$ cat src/rtl/weight_loader_param_2_pkg.sv
// weight_loader_param_2_pkg: shared weight-RAM geometry defaults and sizing helper for the weight loader
`ifndef NUM_ONEMULT
`define NUM_ONEMULT 4
`endif
`ifndef NUM_ONE_PIXEL_CYCLE
`define NUM_ONE_PIXEL_CYCLE 13
`endif
`ifndef WEIGHT_ADDR_WIDTH
`define WEIGHT_ADDR_WIDTH 7
`endif
`ifndef DATA_WIDTH
`define DATA_WIDTH 16
`endif

package weight_loader_param_2_pkg;
    localparam int DEF_NUM_ONEMULT         = `NUM_ONEMULT;
    localparam int DEF_NUM_ONE_PIXEL_CYCLE = `NUM_ONE_PIXEL_CYCLE;
    localparam int DEF_WEIGHT_ADDR_WIDTH   = `WEIGHT_ADDR_WIDTH;
    localparam int DEF_DATA_WIDTH          = `DATA_WIDTH;

    function automatic int total_pairs(input int groups, input int pairs_per_group);
        return groups * pairs_per_group;
    endfunction
endpackage

$ cat src/rtl/weight_loader_param_2.sv
// weight_loader_param_2: packs a valid/ready word stream into even/odd pairs written to the dual-port weight RAM
module weight_loader_param_2
    import weight_loader_param_2_pkg::*;
#(
    parameter int NUM_ONEMULT         = DEF_NUM_ONEMULT,
    parameter int NUM_ONE_PIXEL_CYCLE = DEF_NUM_ONE_PIXEL_CYCLE,
    parameter int WEIGHT_ADDR_WIDTH   = DEF_WEIGHT_ADDR_WIDTH,
    parameter int DATA_WIDTH          = DEF_DATA_WIDTH
) (
    input  logic                         clk,
    input  logic                         reset,
    input  logic                         start,
    input  logic [DATA_WIDTH-1:0]        in_data,
    input  logic                         in_valid,
    output logic                         in_ready,
    output logic                         wea,
    output logic                         web,
    output logic [WEIGHT_ADDR_WIDTH-1:0] addra,
    output logic [WEIGHT_ADDR_WIDTH-1:0] addrb,
    output logic [DATA_WIDTH-1:0]        dina,
    output logic [DATA_WIDTH-1:0]        dinb,
    output logic                         busy,
    output logic                         done
);
    localparam int TOTAL_PAIRS = total_pairs(NUM_ONEMULT, NUM_ONE_PIXEL_CYCLE);
    localparam int PW = $clog2(TOTAL_PAIRS);

    typedef enum logic [1:0] {IDLE, LOAD_EVEN, LOAD_ODD, DONE} state_t;

    state_t                         state_q, state_d;
    logic [PW-1:0]                  pair_idx_q, pair_idx_d;
    logic [DATA_WIDTH-1:0]          hold_q, hold_d, dina_q, dina_d, dinb_q, dinb_d;
    logic [WEIGHT_ADDR_WIDTH-1:0]   addra_q, addra_d, addrb_q, addrb_d;
    logic                           wea_q, wea_d, done_q, done_d;
    logic                           xfer;

    assign in_ready = state_q == LOAD_EVEN || state_q == LOAD_ODD;
    assign busy     = in_ready;
    assign xfer     = in_valid && in_ready;
    assign wea      = wea_q;
    assign web      = wea_q;
    assign addra    = addra_q;
    assign addrb    = addrb_q;
    assign dina     = dina_q;
    assign dinb     = dinb_q;
    assign done     = done_q;

    always_comb begin
        state_d    = state_q;
        pair_idx_d = pair_idx_q;
        hold_d     = hold_q;
        addra_d    = addra_q;
        addrb_d    = addrb_q;
        dina_d     = dina_q;
        dinb_d     = dinb_q;
        wea_d      = 1'b0;
        // done follows DONE by one cycle so the last pair has committed to RAM first
        done_d     = state_q == DONE && !start;
        case (state_q)
            IDLE, DONE: begin
                if (start) begin
                    state_d    = LOAD_EVEN;
                    pair_idx_d = '0;
                end
            end
            LOAD_EVEN: begin
                if (xfer) begin
                    hold_d  = in_data;
                    state_d = LOAD_ODD;
                end
            end
            LOAD_ODD: begin
                if (xfer) begin
                    wea_d      = 1'b1;
                    addra_d    = WEIGHT_ADDR_WIDTH'({pair_idx_q, 1'b0});
                    addrb_d    = WEIGHT_ADDR_WIDTH'({pair_idx_q, 1'b1});
                    dina_d     = hold_q;
                    dinb_d     = in_data;
                    state_d    = pair_idx_q == PW'(TOTAL_PAIRS - 1) ? DONE : LOAD_EVEN;
                    pair_idx_d = pair_idx_q == PW'(TOTAL_PAIRS - 1) ? pair_idx_q : pair_idx_q + 1'b1;
                end
            end
        endcase
    end

    always_ff @(posedge clk or posedge reset) begin
        if (reset) begin
            state_q    <= IDLE;
            pair_idx_q <= '0;
            hold_q     <= '0;
            addra_q    <= '0;
            addrb_q    <= WEIGHT_ADDR_WIDTH'(1);
            dina_q     <= '0;
            dinb_q     <= '0;
            wea_q      <= 1'b0;
            done_q     <= 1'b0;
        end else begin
            state_q    <= state_d;
            pair_idx_q <= pair_idx_d;
            hold_q     <= hold_d;
            addra_q    <= addra_d;
            addrb_q    <= addrb_d;
            dina_q     <= dina_d;
            dinb_q     <= dinb_d;
            wea_q      <= wea_d;
            done_q     <= done_d;
        end
    end
endmodule
$ cat config.mk
export PLATFORM = sky130hd
export DESIGN_NAME = weight_loader_param_2
export DESIGN_NICKNAME = d
export VERILOG_FILES = /design/src/rtl/weight_loader_param_2_pkg.sv /design/src/rtl/weight_loader_param_2.sv
export SDC_FILE = /design/constraint.sdc
export NUM_CORES = 1
export LEC_CHECK = 0
export CORE_AREA = 2 2 78 80
export CTS_CLUSTER_DIAMETER = 150
export DETAILED_ROUTE_END_ITERATION = 6
export DIE_AREA = 0 0 80 82
export GPL_TIMING_DRIVEN = 0
export PLACE_DENSITY = 0.78
export REMOVE_ABC_BUFFERS = 1
export SETUP_SLACK_MARGIN = 0.4
export SYNTH_ARGS = -nofsm -noshare
export SYNTH_HDL_FRONTEND = slang
export SYNTH_SLANG_ARGS = --single-unit
$ cat constraint.sdc
create_clock -name clk -period 2.1 [get_ports clk]
set_input_delay 0.21 -clock clk [delete_from_list [all_inputs] [get_ports clk]]
set_output_delay 0.21 -clock clk [all_outputs]
set_load 0.005 [all_outputs]
==> impl_metrics.json <==
{
  "nFillCells": 470,
  "final_cell_mix": "clkdlybuf4s50_1, dfrtp_1, mux2_2, clkbuf_8",
  "setup_viol": 0,
  "yosys.area.top_type": "dfrtp_1",
  "path_cells": "ha_4 -> nand2_2 -> or4_4 -> and2_4 -> a32o_1",
  "critPathKind": "flop to flop",
  "report.final.slew_viol_count": 0,
  "row_count": 28,
  "hp-class": "input port to async pin",
  "ctsHtreeMaxLevel": 3,
  "r2r-end": "pair_idx_q[5]",
  "drtIter0Drc": 35,
  "skew_ns": 0.0121,
  "nNetsFinal": 285,
  "r2r-start": "state_q[1]",
  "avgRoutedWirePerCell_um": 14.5,
  "io_pins": 71,
  "grt_pass1_vias": 1729,
  "syn_inst": 189,
  "grt.met3_usage": 0.0440,
  "power_leakage_nw": 1.56,
  "synth_area_leaders": "dfrtp_1, mux2_2, buf_4",
  "fmax_ghz": 0.593,
  "area_delta_synth_final_pct": 35.5,
  "grt_overflow": 0,
  "cts-buffers-inserted": 9,
  "yosys_warnings": 0,
  "core_mm2": 0.00575,
  "use_met2": 0.262,
  "finalPower_mw": 4.87,
  "synth_area_mm2": 0.00266,
  "port_buffers": 68,
  "status": "finished, final reports clean",
  "final_common_cell": "clkdlybuf4s50_1",
  "avgSynthCellArea_um2": 14.1,
  "reg2regPathDepth": 5,
  "ctsRootBufferMaster": "clkbuf_8",
  "arrival_ns": 1.91,
  "path_delay_family": "simple AND/OR/NAND/NOR gates",
  "drive_above_1_share": 0.328,
  "viasPerCell": 5.02,
  "rrSetupSlack_ns": 0.41,
  "vias": 1692,
  "startpoint_type": "flop",
  "antenna_cells": 0,
  "clk_pin_slew_ns": 0.07,
  "grt_pass1_wl_um": 8040,
  "cts_tree": "done",
  "critPathMaxFanout": 5,
  "ir_worst_vdd_mv": 0.801,
  "drv_cap": 0,
  "synth_top_area_frac": 0.602,
  "routed_wirelength_um": 4900,
  "cp_slowest_stage_delay_ns": 0.52,
  "grt_antenna_before_repair": 0,
  "grt_use_total": 0.163,
  "fp.dieW_um": 80,
  "die_area_mm2": 0.00656,
  "finalWeightedCongestion": 0.765,
  "endpoint_kind": "flop",
  "grt_busiest_layer": "met2",
  "critPathSlowestCell": "or4_4",
  "synth.distinct_cells": 29,
  "dpl.hpwl_um": 3150,
  "instances_no_fill": 337,
  "rsz0062_at_grt": "true",
  "insertion_delay_ns": 0.33,
  "cts_buffer_depth": 2,
  "clkSinkCount": 64,
  "placed_cells": 318,
  "worst-path-buf-inv": 0,
  "grt_max_degree": 35,
  "crit_required_ns": 2.32,
  "grt_use_met1": 0.200,
  "tightest_slew_ns": 0.636,
  "final-hold-violation-count": 0,
  "hold_buffers": 0,
  "period_needed_ns": 1.69,
  "period_share": 0.803,
  "die_h_um": 82,
  "dr.pass1.iters": 4,
  "ant_nets": 0,
  "ys_seq_area_frac": 0.602,
  "maxSlewHeadroom": 0.575,
  "ys_ff_latch": 64,
  "initial_core_util": 0.463,
  "power_density_mw_per_mm2": 1350,
  "drc_errors": 0
}
-- cell usage after synthesis --
| master | number |
|---|---|
| a21oi_1 | 2 |
| a22o_1 | 1 |
| a22oi_1 | 1 |
| a2bb2oi_1 | 1 |
| a32o_1 | 1 |
| and2_1 | 2 |
| and2_4 | 1 |
| buf_2 | 4 |
| buf_4 | 10 |
| buf_6 | 1 |
| conb_1 | 2 |
| dfrtp_1 | 64 |
| ha_1 | 5 |
| inv_1 | 8 |
| inv_2 | 1 |
| mux2_1 | 1 |
| mux2_2 | 52 |
| mux2i_1 | 2 |
| nand2_1 | 6 |
| nand2_2 | 1 |
| nand2b_1 | 2 |
| nand2b_4 | 1 |
| nand3_1 | 5 |
| nor2_1 | 2 |
| nor2b_1 | 2 |
| nor3_1 | 1 |
| o21ai_0 | 7 |
| o31ai_1 | 2 |
| or4_4 | 1 |
-- worst register-to-register path, cell delays in order, from the launching register on --
cell and delay (ns):
dfrtp_1 0.43, ha_4 0.19, nand2_2 0.05, or4_4 0.52, and2_4 0.18, a32o_1 0.21
-- cells by family (layout without fill, tap and decap cells) --
group           Yosys count  count (layout)  share of synthesized area
simple gates             24              24                     0.0517
buf+inv                  24              97                     0.0527
other cells               2               2                    0.00282
compound gates           15              15                     0.0357
mux                      55              55                      0.232
flops                    64              64                      0.602
fa+ha+maj                 5               5                     0.0235
-- layout make-up --
class                           instances  area, um^2  area share
Clock buffer                           12         155      0.0430
Clock inverter                          1        5.00     0.00139
Inverter                                9        41.3      0.0115
Multi-Input combinational cell        101         966       0.268
Sequential cell                        64        1600       0.444
Tap cell                               75        93.8      0.0260
Timing Repair Buffer                   75         743       0.206
-- sequential cells by signal, indices dropped and copies added, names as in the netlist --
signal,count
addra,6
dina,16
dinb,16
done,1
hold_q,16
pair_idx_q,6
state_q,2
wea,1
-- metal layers --
metal / part of all wire / vias up
met5: 0 / -
met4: 0.020 / 0
met3: 0.056 / 10
met2: 0.49 / 51
met1: 0.43 / 857
li1: - / 774
-- power by group --
group,leakage (nW),switching [mW],internal (mW)
clock,0.0842,0.416,0.472
combinational,0.675,0.702,1.30
sequential,0.796,0.241,1.74
total,1.56,1.36,3.51
-- how the worst max path moves through the flow --
| stage | depth (start not counted) | to | from |
|---|---|---|---|
| floorplan | 5 | dinb[0] | state_q[0] |
| global placement | 2 | dinb[10] | reset |
| detailed placement | 5 | hold_q[11] | state_q[0] |
| CTS | 4 | hold_q[11] | state_q[1] |
| global route | 6 | pair_idx_q[5] | state_q[0] |
| finish | 5 | pair_idx_q[5] | state_q[1] |
-- metrics by stage --
step	TNS, ns	area [um^2]	hold slack [ns]	utilization	setup slack [ns]
final	0	3610	0.291	0.628	0.413
after detailed placement	-9.30	3350	0.482	0.583	-0.234
after CTS	0	3580	0.308	0.623	0.345
after global placement	-60.40	3330	0.466	0.579	-0.820
after floorplan	0	2550	0.276	-	0.244
after global routing	0	3610	0.365	0.628	0.370
-- timing repair --
item | 4_1_cts | 5_1_grt
endpoints found under the setup margin | 59 | 22
buffers inserted | 5 | 1
gates resized for setup | 11 | 5
pin swaps | 1 | 5
No activity file was read; power rests on OpenSTA's default activity.
